File: config.mk
export PLATFORM = sky130hd
export DESIGN_NAME = midi_byte_writer_flat
export DESIGN_NICKNAME = d
export VERILOG_FILES = /design/src/rtl/midi_pkg.sv /design/src/rtl/midi_byte_writer_if.sv /design/src/rtl/midi_tx_fifo.sv /design/src/rtl/midi_byte_writer.sv /design/src/flat_wrapper.sv
export SDC_FILE = /design/constraint.sdc
export NUM_CORES = 1
export LEC_CHECK = 0
export BUFFER_PORTS_ARGS = -buffer_cell sky130_fd_sc_hd__clkbuf_2
export CAP_MARGIN = 20
export CORE_MARGIN = 3
export CORE_UTILIZATION = 40
export CTS_CLUSTER_SIZE = 40
export DETAILED_ROUTE_END_ITERATION = 8
export PLACE_DENSITY = 0.65
export SYNTH_ARGS = -nofsm -noshare
export SYNTH_HDL_FRONTEND = slang
export SYNTH_SLANG_ARGS = --single-unit
File: constraint.sdc
create_clock -name clk -period 3.6 [get_ports clk]
set_input_delay 0.9 -clock clk [delete_from_list [all_inputs] [get_ports clk]]
set_output_delay 0.9 -clock clk [all_outputs]
set_load 0.02 [all_outputs]
File: src/rtl/midi_pkg.sv
// Shared MIDI constants and transmit serializer state encoding.
// Used by both the byte writer and the byte receiver so their bit timing always matches.
package midi_pkg;

  localparam int MIDI_CLKS_PER_BIT = 3200;  // 100 MHz / 31,250 baud
  localparam int MIDI_FRAME_BITS   = 10;    // start + 8 data + stop

  typedef enum logic [1:0] {
    ST_IDLE  = 2'd0,
    ST_START = 2'd1,
    ST_DATA  = 2'd2,
    ST_STOP  = 2'd3
  } tx_state_e;

endpackage

File: src/rtl/midi_byte_writer_if.sv
// Byte handshake into the MIDI writer: valid/ready, a byte moves on a clk edge with both high.
// The source holds byte_value steady until it has been accepted.
interface midi_byte_writer_if;

  logic       byte_valid;
  logic [7:0] byte_value;
  logic       byte_ready;

  modport master (output byte_valid, output byte_value, input byte_ready);
  modport slave  (input byte_valid, input byte_value, output byte_ready);

endinterface

File: src/rtl/midi_tx_fifo.sv
// Byte FIFO for the MIDI writer; dout shows the head entry combinationally, push/pop take effect next edge.
// Push while full and pop while empty are ignored; push and pop together keep the count unchanged.
module midi_tx_fifo #(
  parameter int DEPTH = 4
) (
  input  logic                     clk,
  input  logic                     resetn,
  input  logic                     push,
  input  logic                     pop,
  input  logic [7:0]               din,
  output logic [7:0]               dout,
  output logic [$clog2(DEPTH):0]   count,
  output logic                     full,
  output logic                     empty
);

  localparam int AW = $clog2(DEPTH);
  localparam int CW = AW + 1;

  logic [7:0]    mem_q [DEPTH];
  logic [7:0]    mem_d [DEPTH];
  logic [AW-1:0] wr_ptr_q, wr_ptr_d;
  logic [AW-1:0] rd_ptr_q, rd_ptr_d;
  logic [CW-1:0] count_q, count_d;
  logic          do_push, do_pop;

  assign full    = (count_q == CW'(DEPTH));
  assign empty   = (count_q == '0);
  assign count   = count_q;
  assign dout    = mem_q[rd_ptr_q];
  assign do_push = push && !full;
  assign do_pop  = pop && !empty;

  // Pointers are exactly AW bits wide so they wrap modulo DEPTH on their own.
  always_comb begin
    mem_d    = mem_q;
    wr_ptr_d = wr_ptr_q;
    rd_ptr_d = rd_ptr_q;
    count_d  = count_q;
    if (do_push) begin
      mem_d[wr_ptr_q] = din;
      wr_ptr_d        = wr_ptr_q + AW'(1);
    end
    if (do_pop) begin
      rd_ptr_d = rd_ptr_q + AW'(1);
    end
    case ({do_push, do_pop})
      2'b10:   count_d = count_q + CW'(1);
      2'b01:   count_d = count_q - CW'(1);
      default: count_d = count_q;
    endcase
  end

  always_ff @(posedge clk or negedge resetn) begin
    if (!resetn) begin
      mem_q    <= '{default: '0};
      wr_ptr_q <= '0;
      rd_ptr_q <= '0;
      count_q  <= '0;
    end else begin
      mem_q    <= mem_d;
      wr_ptr_q <= wr_ptr_d;
      rd_ptr_q <= rd_ptr_d;
      count_q  <= count_d;
    end
  end

endmodule

File: src/rtl/midi_byte_writer.sv
// MIDI OUT serializer: buffered bytes sent as 1 start, 8 data (LSB first), 1 stop bit, frames back to back.
// Latency: line drops 1 cycle after accept when idle; backpressure: byte_ready low only while the FIFO is full.
module midi_byte_writer
  import midi_pkg::*;
#(
  parameter int CLKS_PER_BIT = MIDI_CLKS_PER_BIT,
  parameter int FIFO_DEPTH   = 4
) (
  input  logic                          clk,
  input  logic                          resetn,
  midi_byte_writer_if.slave             byte_if,
  output logic                          MIDI_TX,
  output logic                          busy,
  output logic [$clog2(FIFO_DEPTH):0]   fifo_count
);

  localparam int CW = $clog2(CLKS_PER_BIT);

  tx_state_e     state_q, state_d;
  logic [CW-1:0] cnt_q, cnt_d;
  logic [2:0]    idx_q, idx_d;
  logic [7:0]    sh_q, sh_d;
  logic          tx_q, tx_d;

  logic          fifo_pop, fifo_full, fifo_empty, push, bit_end;
  logic [7:0]    fifo_dout;

  // Ready comes only from the registered count, never from a same-cycle pop.
  assign byte_if.byte_ready = !fifo_full;
  assign push               = byte_if.byte_valid && !fifo_full;

  midi_tx_fifo #(.DEPTH(FIFO_DEPTH)) u_fifo (
    .clk    (clk),
    .resetn (resetn),
    .push   (push),
    .pop    (fifo_pop),
    .din    (byte_if.byte_value),
    .dout   (fifo_dout),
    .count  (fifo_count),
    .full   (fifo_full),
    .empty  (fifo_empty)
  );

  assign bit_end = (cnt_q == CW'(CLKS_PER_BIT - 1));
  assign MIDI_TX = tx_q;
  assign busy    = (state_q != ST_IDLE) || !fifo_empty;

  always_comb begin
    state_d  = state_q;
    cnt_d    = bit_end ? '0 : cnt_q + CW'(1);
    idx_d    = idx_q;
    sh_d     = sh_q;
    tx_d     = tx_q;
    fifo_pop = 1'b0;
    case (state_q)
      ST_IDLE: begin
        tx_d  = 1'b1;
        cnt_d = '0;
        if (!fifo_empty) begin
          fifo_pop = 1'b1;
          sh_d     = fifo_dout;
          state_d  = ST_START;
          tx_d     = 1'b0;
        end
      end
      ST_START: begin
        if (bit_end) begin
          state_d = ST_DATA;
          idx_d   = 3'd0;
          tx_d    = sh_q[0];
        end
      end
      ST_DATA: begin
        if (bit_end) begin
          if (idx_q == 3'd7) begin
            state_d = ST_STOP;
            tx_d    = 1'b1;
          end else begin
            idx_d = idx_q + 3'd1;
            sh_d  = {1'b0, sh_q[7:1]};
            tx_d  = sh_q[1];
          end
        end
      end
      ST_STOP: begin
        // Chain straight into the next start bit when more bytes are waiting.
        if (bit_end) begin
          if (!fifo_empty) begin
            fifo_pop = 1'b1;
            sh_d     = fifo_dout;
            state_d  = ST_START;
            tx_d     = 1'b0;
          end else begin
            state_d = ST_IDLE;
            tx_d    = 1'b1;
          end
        end
      end
    endcase
  end

  always_ff @(posedge clk or negedge resetn) begin
    if (!resetn) begin
      state_q <= ST_IDLE;
      cnt_q   <= '0;
      idx_q   <= '0;
      sh_q    <= '0;
      tx_q    <= 1'b1;
    end else begin
      state_q <= state_d;
      cnt_q   <= cnt_d;
      idx_q   <= idx_d;
      sh_q    <= sh_d;
      tx_q    <= tx_d;
    end
  end

endmodule

File: src/flat_wrapper.sv
// flat-port wrapper written by rule: the top's interface ports become plain ports
module midi_byte_writer_flat import midi_pkg::*;
#(
  parameter int CLKS_PER_BIT = MIDI_CLKS_PER_BIT,
  parameter int FIFO_DEPTH   = 4
)
  (clk, resetn, MIDI_TX, busy, fifo_count, byte_if_byte_valid, byte_if_byte_value, byte_if_byte_ready);
  midi_byte_writer_if byte_if_i ();
  input  logic clk;
  input  logic resetn;
  output logic MIDI_TX;
  output logic busy;
  output logic [$clog2(FIFO_DEPTH):0] fifo_count;
  input wire logic [$bits(byte_if_i.byte_valid)-1:0] byte_if_byte_valid;
  input wire logic [$bits(byte_if_i.byte_value)-1:0] byte_if_byte_value;
  output wire logic [$bits(byte_if_i.byte_ready)-1:0] byte_if_byte_ready;
  assign byte_if_i.byte_valid = byte_if_byte_valid;
  assign byte_if_i.byte_value = byte_if_byte_value;
  assign byte_if_byte_ready = byte_if_i.byte_ready;
  midi_byte_writer #(.CLKS_PER_BIT(CLKS_PER_BIT), .FIFO_DEPTH(FIFO_DEPTH)) u_core (.clk(clk), .resetn(resetn), .byte_if(byte_if_i), .MIDI_TX(MIDI_TX), .busy(busy), .fifo_count(fifo_count));
endmodule
Word-level counts from Yosys, hierarchy flattened

Cells that the tools add are included.

Add/subtract/negate cells: 6
Order comparisons: 3
Eq/ne operators: 14
Muxes and demuxes: 34
Bitwise gates (word level): 2
Reduce and logical (&&, ||, !) cells: 17

Operators with widths:

| kind                  | count |
|---|---|
| $mux 8                | 7 |
| $bwmux 32             | 1 |
| $mux 12               | 2 |
| $pmux 8 s3            | 1 |
| $bmux 8 s2            | 1 |
| $demux 8 s2           | 1 |
| $add 12x1->12 const B | 1 |
| $eq 12x12->1 const B  | 1 |
| $pmux 3 s2            | 2 |
| $mux 2                | 5 |
| $mux 3                | 3 |
| $mux 1                | 8 |
| $ne 2x1->1 const B    | 4 |
| $pmux 2 s4            | 1 |
| $reduce_and 4->1      | 2 |
| $add 3x1->3 const B   | 2 |
| $eq 2x2->1 const B    | 3 |
| $eq 3x3->1 const B    | 2 |
| $ge 3x3->1 const B    | 2 |
| $not 2->3             | 2 |
| $reduce_bool 2->1     | 3 |
| $reduce_and 5->1      | 1 |
| $add 2x1->2 const B   | 2 |
| $eq 2x1->1 const B    | 2 |
| other kinds (12)      | 17 |

Bits in registers: 65
Bits of input ports: 11
Output and inout port bits: 6
Logic and storage cells: 88

Depth between registers and ports, before layout

Gate-level depths: netlist (run 1).

Depth in word-level cells: 7
Mapped depth: 12
Mapped depth without buffers: 11

Cells and area by module

Synthesis (run 1) repeated with hierarchy kept, for this count alone.

Cell total of the unflattened synthesis: 248
Area, all modules: 3240.6 um^2

By module, submodules not included:

| module           | instances | cells each | area an instance (um^2) | sequential area each (um^2) |
|---|---|---|---|---|
| midi_tx_fifo     | 1         | 114        | 1784.2                  | 975.9 |
| midi_byte_writer | 1         | 134        | 1456.4                  | 651.9 |

Least setup slack after synthesis (run 1)

Ideal clock, no wire load.

Kind: register to register
From: reg u_core.cnt_q[0]
To: reg u_core.u_fifo.count_q[2] (netlist: u_core.u_fifo.count[2])
Setup time: 0.080 ns
Data arrival time: 2.402 ns
Data required time: 3.520 ns
Slack: 1.118 ns
Stages on the path, launching flop included: 13
Buffers on the path: 1
Clock period less this slack: 2.482 ns
Path through: dfrtp_1 > ha_1 > nand3_4 > nor4_4 > buf_6 > a21oi_1 > nor3_1 > ha_1 > inv_1 > fa_1 > xor2_1 > nor2_1 > xor2_1

Cells in the longest elaborated chain, start to end: 6
Elaborated cells on any way between the ends: 8
Those cells by class: 3 x eq/ne; 3 x mux; 2 x reduce/logical

Ends and longest elaborated chain:

| element                                                | RTL line                | text |
|---|---|---|
| start, declared                                        | midi_byte_writer.sv:20  | `logic [CW-1:0] cnt_q, cnt_d;` |
| start signal, assigned                                 | midi_byte_writer.sv:111 | `cnt_q <= cnt_d;` |
| $eq 12x12->1 *                                         | midi_byte_writer.sv:44  | `assign bit_end = (cnt_q == CW'(CLKS_PER_BIT - 1));` |
| $mux 1 *                                               | midi_byte_writer.sv:87  | `if (bit_end) begin` |
| $pmux 1 s2 *                                           | midi_byte_writer.sv:55  | `case (state_q)` |
| $logic_and 1x1->1 *                                    | midi_tx_fifo.sv:32      | `assign do_pop = pop && !empty;` |
| named net u_core.u_fifo.do_pop                         | midi_tx_fifo.sv:25      | `logic do_push, do_pop;` |
| $eq 2x1->1 / $eq 2x2->1 (equally long branches)        | midi_tx_fifo.sv:47      | `case ({do_push, do_pop})` |
| $pmux 3 s2 / $reduce_bool 2->1 (equally long branches) | n/a                     |  |
| end signal, assigned                                   | midi_tx_fifo.sv:64      | `count_q <= count_d;` |
| end, declared                                          | midi_tx_fifo.sv:24      | `logic [CW-1:0] count_q, count_d;` |

Mark *: on every way through the listed nets, which the timed path passes. The rest lies on a longest branch.
A chain may end at the register's enable or synchronous reset.

Worst setup path after layout (run 1)

Same ends and word-level chain as after synthesis.

==> metrics.md, run 1 <==
| Metric | Value |
|---|---|
| Syn Inst Count | about 250 |
| Vias in the first global route | approximately 2k |
| Post-synth EDFFs | 0 |
| Slew Limit Fails | 0 |
| Peak VDD IR | just under 0.0004 V |
| Total CTS buffers | 9 |
| YS warnings | 0 |
| Synth async-reset ratio | 100% |
| Layout cell share with drive strength beyond 1 | between 30% and 40% |
| Min Hold Slack | 487 ps |
| DR WL/cell | around 15 um |
| PD cells | slightly above 900 mW/mm^2 |
| Slew headroom | a little under half |
| Drt first pass iters | 5 |
| Register area share after synthesis | about half |
| First-pass GRT wire length | ~9900 um |
| Die height | 97.3 um |
| Clock sink count | between 60 and 70 |
| Combinational family with the most area after synthesis | multiplexers |
| Synth Area in Compound Gates | roughly 5.7% |
| Clock Tree Root | clkbuf_8 |
| Initial antenna violation count | 0 |
| Post_cts resized | 0 |
| I/O pins | 17 |
| Worst clock skew | a little under 10 ps |
| Global router's overall resource usage | 13.1% |
| Maxcap violations | 0 |
| Static Leakage | approximately 1.7 nW |
| CP Max Fanout | 12 |
| Antenna Nets Post-Route | 0 |
| Hold crit path type | reg2reg |
| Final HPWL DP | 3780 um |
| Final Hold Viols | 0 |
| DR iter-0 viols | 66 |
| Setup WS pre-CTS | 978 ps |
| Hold Buf Count CTS | 0 |
| CP Class | reg2reg |
| Initial Util | between 40% and 50% |
| Worst-margin pin slew | 808 ps |
| Worst setup margin | about 1000 ps |
| Area delta synth->final | 11.4% |
| RSZ-0062 raised after global routing | false |
| Core area | ~0.008 mm^2 |
| DRC violations left | 0 |
| Maximum buffer depth of the clock tree | 2 |
| CTS tree | done |
| Post-synthesis mux area share | 23.8% |
| Total grt overflow | 0 |
| CTS clk-pin slew, worst paths | 60 ps |
| Syn Nets | between 200 and 300 |
| Total via count after detailed routing | about 1.9k |
| Simple-Gate Fraction of Synth Area | a little under a tenth |
| Setup crit end kind | flop |
| Synth Area in XOR/XNOR | 3.41% |
| PortBufs | 16 |
| Worst Path Arrival | approximately 2900 ps |
| Worst EP required | ~3900 ps |
| Status | completed |
| Die footprint | about 0.0095 mm^2 |
| Register bit total from synthesis | 65 |
| Final-stage net count | roughly 300 |
| Setup Buffers After CTS | 0 |
| Fin Setup TNS | 0 ps |
| Peak Freq | roughly 380 MHz |
| Syn Area/Cell | 13.2 um^2 |
| H-Tree Depth | 3 |
| Tcrit/Tclk final | between 70% and 80% |
| Adder and majority gate portion of the synthesized area | 5.10% |
| N_diodes | 0 |
| Synth unique cells | 44 |
| Gp weighted congestion | 0.744 |
| Chip Width | between 90 and 100 um |
| Post-Syn Area | between 0.003 and 0.004 mm^2 |
| Minimum clock period | roughly 2600 ps |
| Final WL | approximately 5500 um |
| # rows | 32 |
| Synth Flop Type | dfrtp_1 |
| Worst-skew pair later-pin latency | roughly 340 ps |
| Kind of start point of the critical path | flop |
| Largest net degree at the start of global routing | 66 |
| Via-to-Cell Ratio | roughly 5.1 |
| Final Setup Violations | 0 |
-- kinds of logic (layout without fill, tap and decap cells) --
logic type | Yosys count | after routing
and+or+nand+nor | 55 | 55
adders and majority gates | 13 | 13
AOI/OAI and AO/OA | 24 | 24
buffers and inverters | 24 | 49
xor gates and xnor gates | 13 | 13
DFF | 65 | 65
muxes | 59 | 59
-- sequential cells by signal, indices dropped and copies added (netlist names) --
name / cells
u_core.idx_q: 3
u_core.u_fifo.wr_ptr_q: 2
u_core.u_fifo.rd_ptr_q: 2
u_core.cnt_q: 12
u_core.sh_q: 8
u_core.u_fifo.count: 3
u_core.MIDI_TX: 1
u_core.u_fifo.mem_q: 32
u_core.state_q: 2
-- final timing paths --
kind | startpoint | endpoint | slack, ps | cells after the start
worst max-delay path | u_core.cnt_q[0] | u_core.u_fifo.count[2] | 980 | 12
worst min register to register | u_core.cnt_q[0] | u_core.cnt_q[0] | 490 | 1
min in group asynchronous | resetn | u_core.u_fifo.count[0] | 720 | 2
max in group asynchronous | resetn | u_core.cnt_q[3] | 2330 | 2
worst min-delay path | u_core.cnt_q[0] | u_core.cnt_q[0] | 490 | 1
worst max register to register | u_core.cnt_q[0] | u_core.u_fifo.count[2] | 980 | 12
-- cell type report --
cell class                 instances  area, um^2
multi-input combinational        164        1580
inverter                          15        56.3
clock inverter                     4        75.1
clock buffer                      12         155
timing repair buffer              18        95.1
sequential                        65        1630
tap                              102         128
fill                             719        4210
-- synth_stat cells, drive strengths merged (2+ instances only) --
cell type,instances,area (um^2)
a211o,2,17.5
a21oi,4,20.0
a22o,5,43.8
buf,6,61.3
clkbuf,3,11.3
dfrtp,64,1600
ha,12,150
inv,15,56.3
mux2,49,582
mux2i,2,20.0
mux4,8,191
nand2,11,51.3
nand3,6,42.5
nand4,2,12.5
nor2,18,67.6
nor2b,4,25.0
nor3,7,46.3
nor4,2,27.5
o21ai,5,28.8
or2,2,12.5
xnor2,10,87.6
xor2,3,26.3
-- layout by cell type (no fill, tap or decap), types with 3 or more instances in the layout --
cell type and count:
mux4_1 3, a22o_1 5, nand2_1 7, clkbuf_2 16
nor2_1 18, nor2b_1 4, nor3_1 6, nand2_2 4
xor2_1 3, o21ai_0 3, a21oi_1 4, nand3_1 5
ha_1 12, xnor2_1 10, mux4_2 5, clkbuf_8 11
mux2_2 41, inv_1 15, dfrtp_1 64, mux2_4 8
-- worst max-delay path, stage by stage, from the launching register on --
cell and delay (ps):
dfrtp_1 390, ha_1 240, nand3_4 130, nor4_4 260, buf_4 220, a21oi_1 100
nor3_1 160, ha_1 210, inv_1 60, fa_1 370, xor2_1 150, nor2_1 110
xor2_1 150
-- per-layer routing --
layer / wire length [um] / track usage (%)
met2: 2580 / 19.5
met5: 0 / 0
met4: 64 / 5.43
met1: 2740 / 18.0
met3: 161 / 3.88
-- metrics by stage --
stage | instances | total power [mW] | cell area (um^2) | util (%)
global route | 380 | 3.66 | 3710 | 46.9
CTS | 380 | 3.45 | 3710 | 46.9
floorplan | 253 | 2.49 | 3330 | -
finish | 380 | 3.41 | 3710 | 46.9
global placement | 364 | 2.69 | 3480 | 44.0
detailed placement | 364 | 2.74 | 3480 | 44.0
-- power breakdown --
| part | internal, mW | switching [mW] |
|---|---|---|
| Sequential | 1.05 | 0.232 |
| Clock | 0.428 | 0.273 |
| Combinational | 0.814 | 0.607 |
(Power assumes the default switching activity.)
==> run 2, diff against run 1 <==
--- a/config.mk
+++ b/config.mk
@@ -11,7 +11,7 @@
 export CORE_UTILIZATION = 40
 export CTS_CLUSTER_SIZE = 40
 export DETAILED_ROUTE_END_ITERATION = 8
-export PLACE_DENSITY = 0.65
+export PLACE_DENSITY = 0.67
 export SYNTH_ARGS = -nofsm -noshare
 export SYNTH_HDL_FRONTEND = slang
 export SYNTH_SLANG_ARGS = --single-unit
==> constraint.sdc (replaced) <==
create_clock -name clk -period 2.3 [get_ports clk]
set_input_delay 0.575 -clock clk [delete_from_list [all_inputs] [get_ports clk]]
set_output_delay 0.575 -clock clk [all_outputs]
set_load 0.02 [all_outputs]
==> run 2 against run 1 <==
  * The flow now finishes with violations (setup timing)
  * Non-clock buffer count increased by 16
  * Final cell count increased by 4.2%
  * Maximum frequency increased by 12%
  * Die area unchanged
  * Via count increased by 6.2%
  * Total power increased by 59%
  * Cell area increased by 4.1%
  * Clock power increased by 44%
  * Utilization increased by 1.9 points
  * Critical path depth decreased by 1
  * Critical path type unchanged
  * Largest cell class unchanged
  * Largest power group unchanged
==> metrics.md, run 2 (synthesis results as in run 1) <==
| Metric | Value |
|---|---|
| Status | finished, violations left |
| Failing checks | setup timing |
| Die footprint | 0.00947 mm^2 (unchanged) |
| N_diodes | 0 (unchanged) |
| Initial antenna violation count | 0 (unchanged) |
| Storage cell area | 0.00163 mm^2 (unchanged) |
| PD cells | 1400 mW/mm^2 (+53%) |
| Total CTS buffers | 9 (unchanged) |
| Biggest registers after layout | u_core.u_fifo.mem_q (32), u_core.cnt_q (12), u_core.sh_q (8) |
| First-pass GRT wire length | 10300 um (+3.5%) |
| Final HPWL DP | 4080 um (+7.9%) |
| Initial Util | 42.1% (unchanged) |
| Layout cell share with drive strength beyond 1 | 42.5% (+6.2 points) |
| Minimum clock period | 2350 ps (-271 ps) |
| Largest net degree at the start of global routing | 48 (-27%) |
| Worst-margin pin slew | 574 ps (-234 ps) |
| Worst clock skew | 10.5 ps (+0.596 ps) |
| Min Hold Slack | 181 ps (-306 ps) |
| Worst EP required | 2570 ps (-1290 ps) |
| Most frequent cells in the layout | 64 x dfrtp_1, 41 x mux2_2, 18 x nor2_1 |
| Area of the multi-input gates | 0.00162 mm^2 (+2.7%) |
| Gp weighted congestion | 0.743 (-0.13%) |
| Slew headroom | 61.7% (+16 points) |
| Worst Path Arrival | 2620 ps (-260 ps) |
| H-Tree Depth | 3 (unchanged) |
| Chip Width | 97.3 um (unchanged) |
| Antenna Nets Post-Route | 0 (unchanged) |
| Hold crit path type | in2async |
| R2R Setup Slk | -50 ps (-1030 ps) |
| Slew Limit Fails | 0 (unchanged) |
| Vias in the first global route | 2076 (+3.2%) |
| Tcrit/Tclk final | 102% (+29 points) |
| Final-stage net count | 313 (+5.4%) |
| CTS tree | done |
| Clock Tree Root | clkbuf_8 |
| Biggest register | u_core.u_fifo.mem_q |
| Tot Pwr | 5.42 mW (+59%) |
| Maxcap violations | 0 (unchanged) |
| Maximum buffer depth of the clock tree | 2 (unchanged) |
| Kind of start point of the critical path | flop |
| Total grt overflow | 0 (unchanged) |
| Drt first pass iters | 4 (-1) |
| I/O pins | 17 (unchanged) |
| Worst setup margin | -52.1 ps (-1030 ps) |
| Final Util | 48.8% (+1.9 points) |
| Final WL | 5800 um (+4.6%) |
| Via-to-Cell Ratio | 5.16 (+1.9%) |
| CP Max Fanout | 2 (-10) |
| Worst reg2reg path depth | 11 (-1) |
| DRC violations left | 0 (unchanged) |
| Setup WS pre-CTS | -116 ps (-1090 ps) |
| Die height | 97.3 um (unchanged) |
| RSZ-0062 raised after global routing | true |
| CTS clk-pin slew, worst paths | 80 ps (+20 ps) |
| Peak VDD IR | 0.000640 V (+66%) |
| Most common cell after layout, fill and taps aside | dfrtp_1 |
| Final Hold Viols | 0 (unchanged) |
| Core area | 0.00793 mm^2 (unchanged) |
| Worst-skew pair later-pin latency | 350 ps (about the same) |
| Setup crit end kind | flop |
| Static Leakage | 1.73 nW (+4.6%) |
| Largest register FFs | 32 (unchanged) |
| Number of fillers in the final layout | 703 (-2.2%) |
| # rows | 32 (unchanged) |
| Total via count after detailed routing | 2045 (+6.2%) |
| Hold Buf Count CTS | 0 (unchanged) |
| CP Class | reg2reg |
| DR iter-0 viols | 161 (+140%) |
| Peak Freq | 425 MHz (+12%) |
| Clock sink count | 65 (unchanged) |
| Final Setup Violations | 1 (+1) |
| DR WL/cell | 14.7 um (+0.39%) |
| Area delta synth->final | 16.0% |
| PortBufs | 16 (unchanged) |
| Global router's overall resource usage | 13.4% (+0.24 points) |
run 2: changes by cell type in the layout (fill, tap and decap cells not counted), sizes merged:
| cell | before | now |
|---|---|---|
| inv | 15 | 19 |
| clkbuf | 28 | 25 |
| buf | 2 | 18 |
| clkinv | 0 | 1 |
| clkinvlp | 2 | 1 |
| bufinv | 2 | 1 |
run 2: through the flow:
step,instances,cell area (um^2),setup TNS [ps]
after global routing,396,3870,-343
after global placement,376,3590,0
after detailed placement,376,3590,-116
after CTS,392,3820,-19.7
final,396,3870,-52.1
after floorplan,253,3340,-94.4
run 2: critical path, cell delays in order, from the launching register on:
cell and delay (ps):
dfrtp_1 400, ha_4 170, nand3_4 90, nor4_4 290
a21oi_2 100, nor3_2 230, ha_2 220, inv_2 40
fa_2 320, xor2_1 150, nor2_1 120, xor2_1 150
run 2: layout make-up:
type	instances	share of cell area [%]
clock buffers	9	3.20
clock inverters	7	2.17
inverters	15	1.46
multi-input cells	164	41.9
flip-flops and latches	65	42.1
well taps	102	3.30
repair buffers	34	5.89
run 2: power breakdown:
part / internal [mW] / leakage (nW) / switching (mW)
Combinational: 1.40 / 0.831 / 1.01
Clock: 0.521 / 0.103 / 0.486
Sequential: 1.65 / 0.795 / 0.353
run 2: repair_timing:
action                                  4_1_cts  5_1_grt
endpoints found under the hold margin         0        0
endpoints found under the setup margin        1        2
buffers inserted                              0        4
gates resized for setup                       2        5
pin swaps                                     0        6
run 2: metal layers:
| layer | share of wire [%] | global-route usage [%] |
|---|---|---|
| met5 | 0 | 0 |
| met4 | 1.7 | 5.43 |
| met3 | 3.7 | 3.45 |
| met2 | 48 | 20.0 |
| met1 | 46 | 18.6 |
run 2: path summary, 6_finish.rpt:
path                                        startpoint                       to
worst max-delay path                   u_core.cnt_q[1]   u_core.u_fifo.count[2]
worst min-delay path                            resetn  u_core.u_fifo.mem_q[15]
worst max register to register         u_core.cnt_q[1]   u_core.u_fifo.count[2]
worst min register to register  u_core.u_fifo.mem_q[0]   u_core.u_fifo.mem_q[0]
max in group asynchronous                       resetn           u_core.MIDI_TX
min in group clk                u_core.u_fifo.mem_q[0]   u_core.u_fifo.mem_q[0]
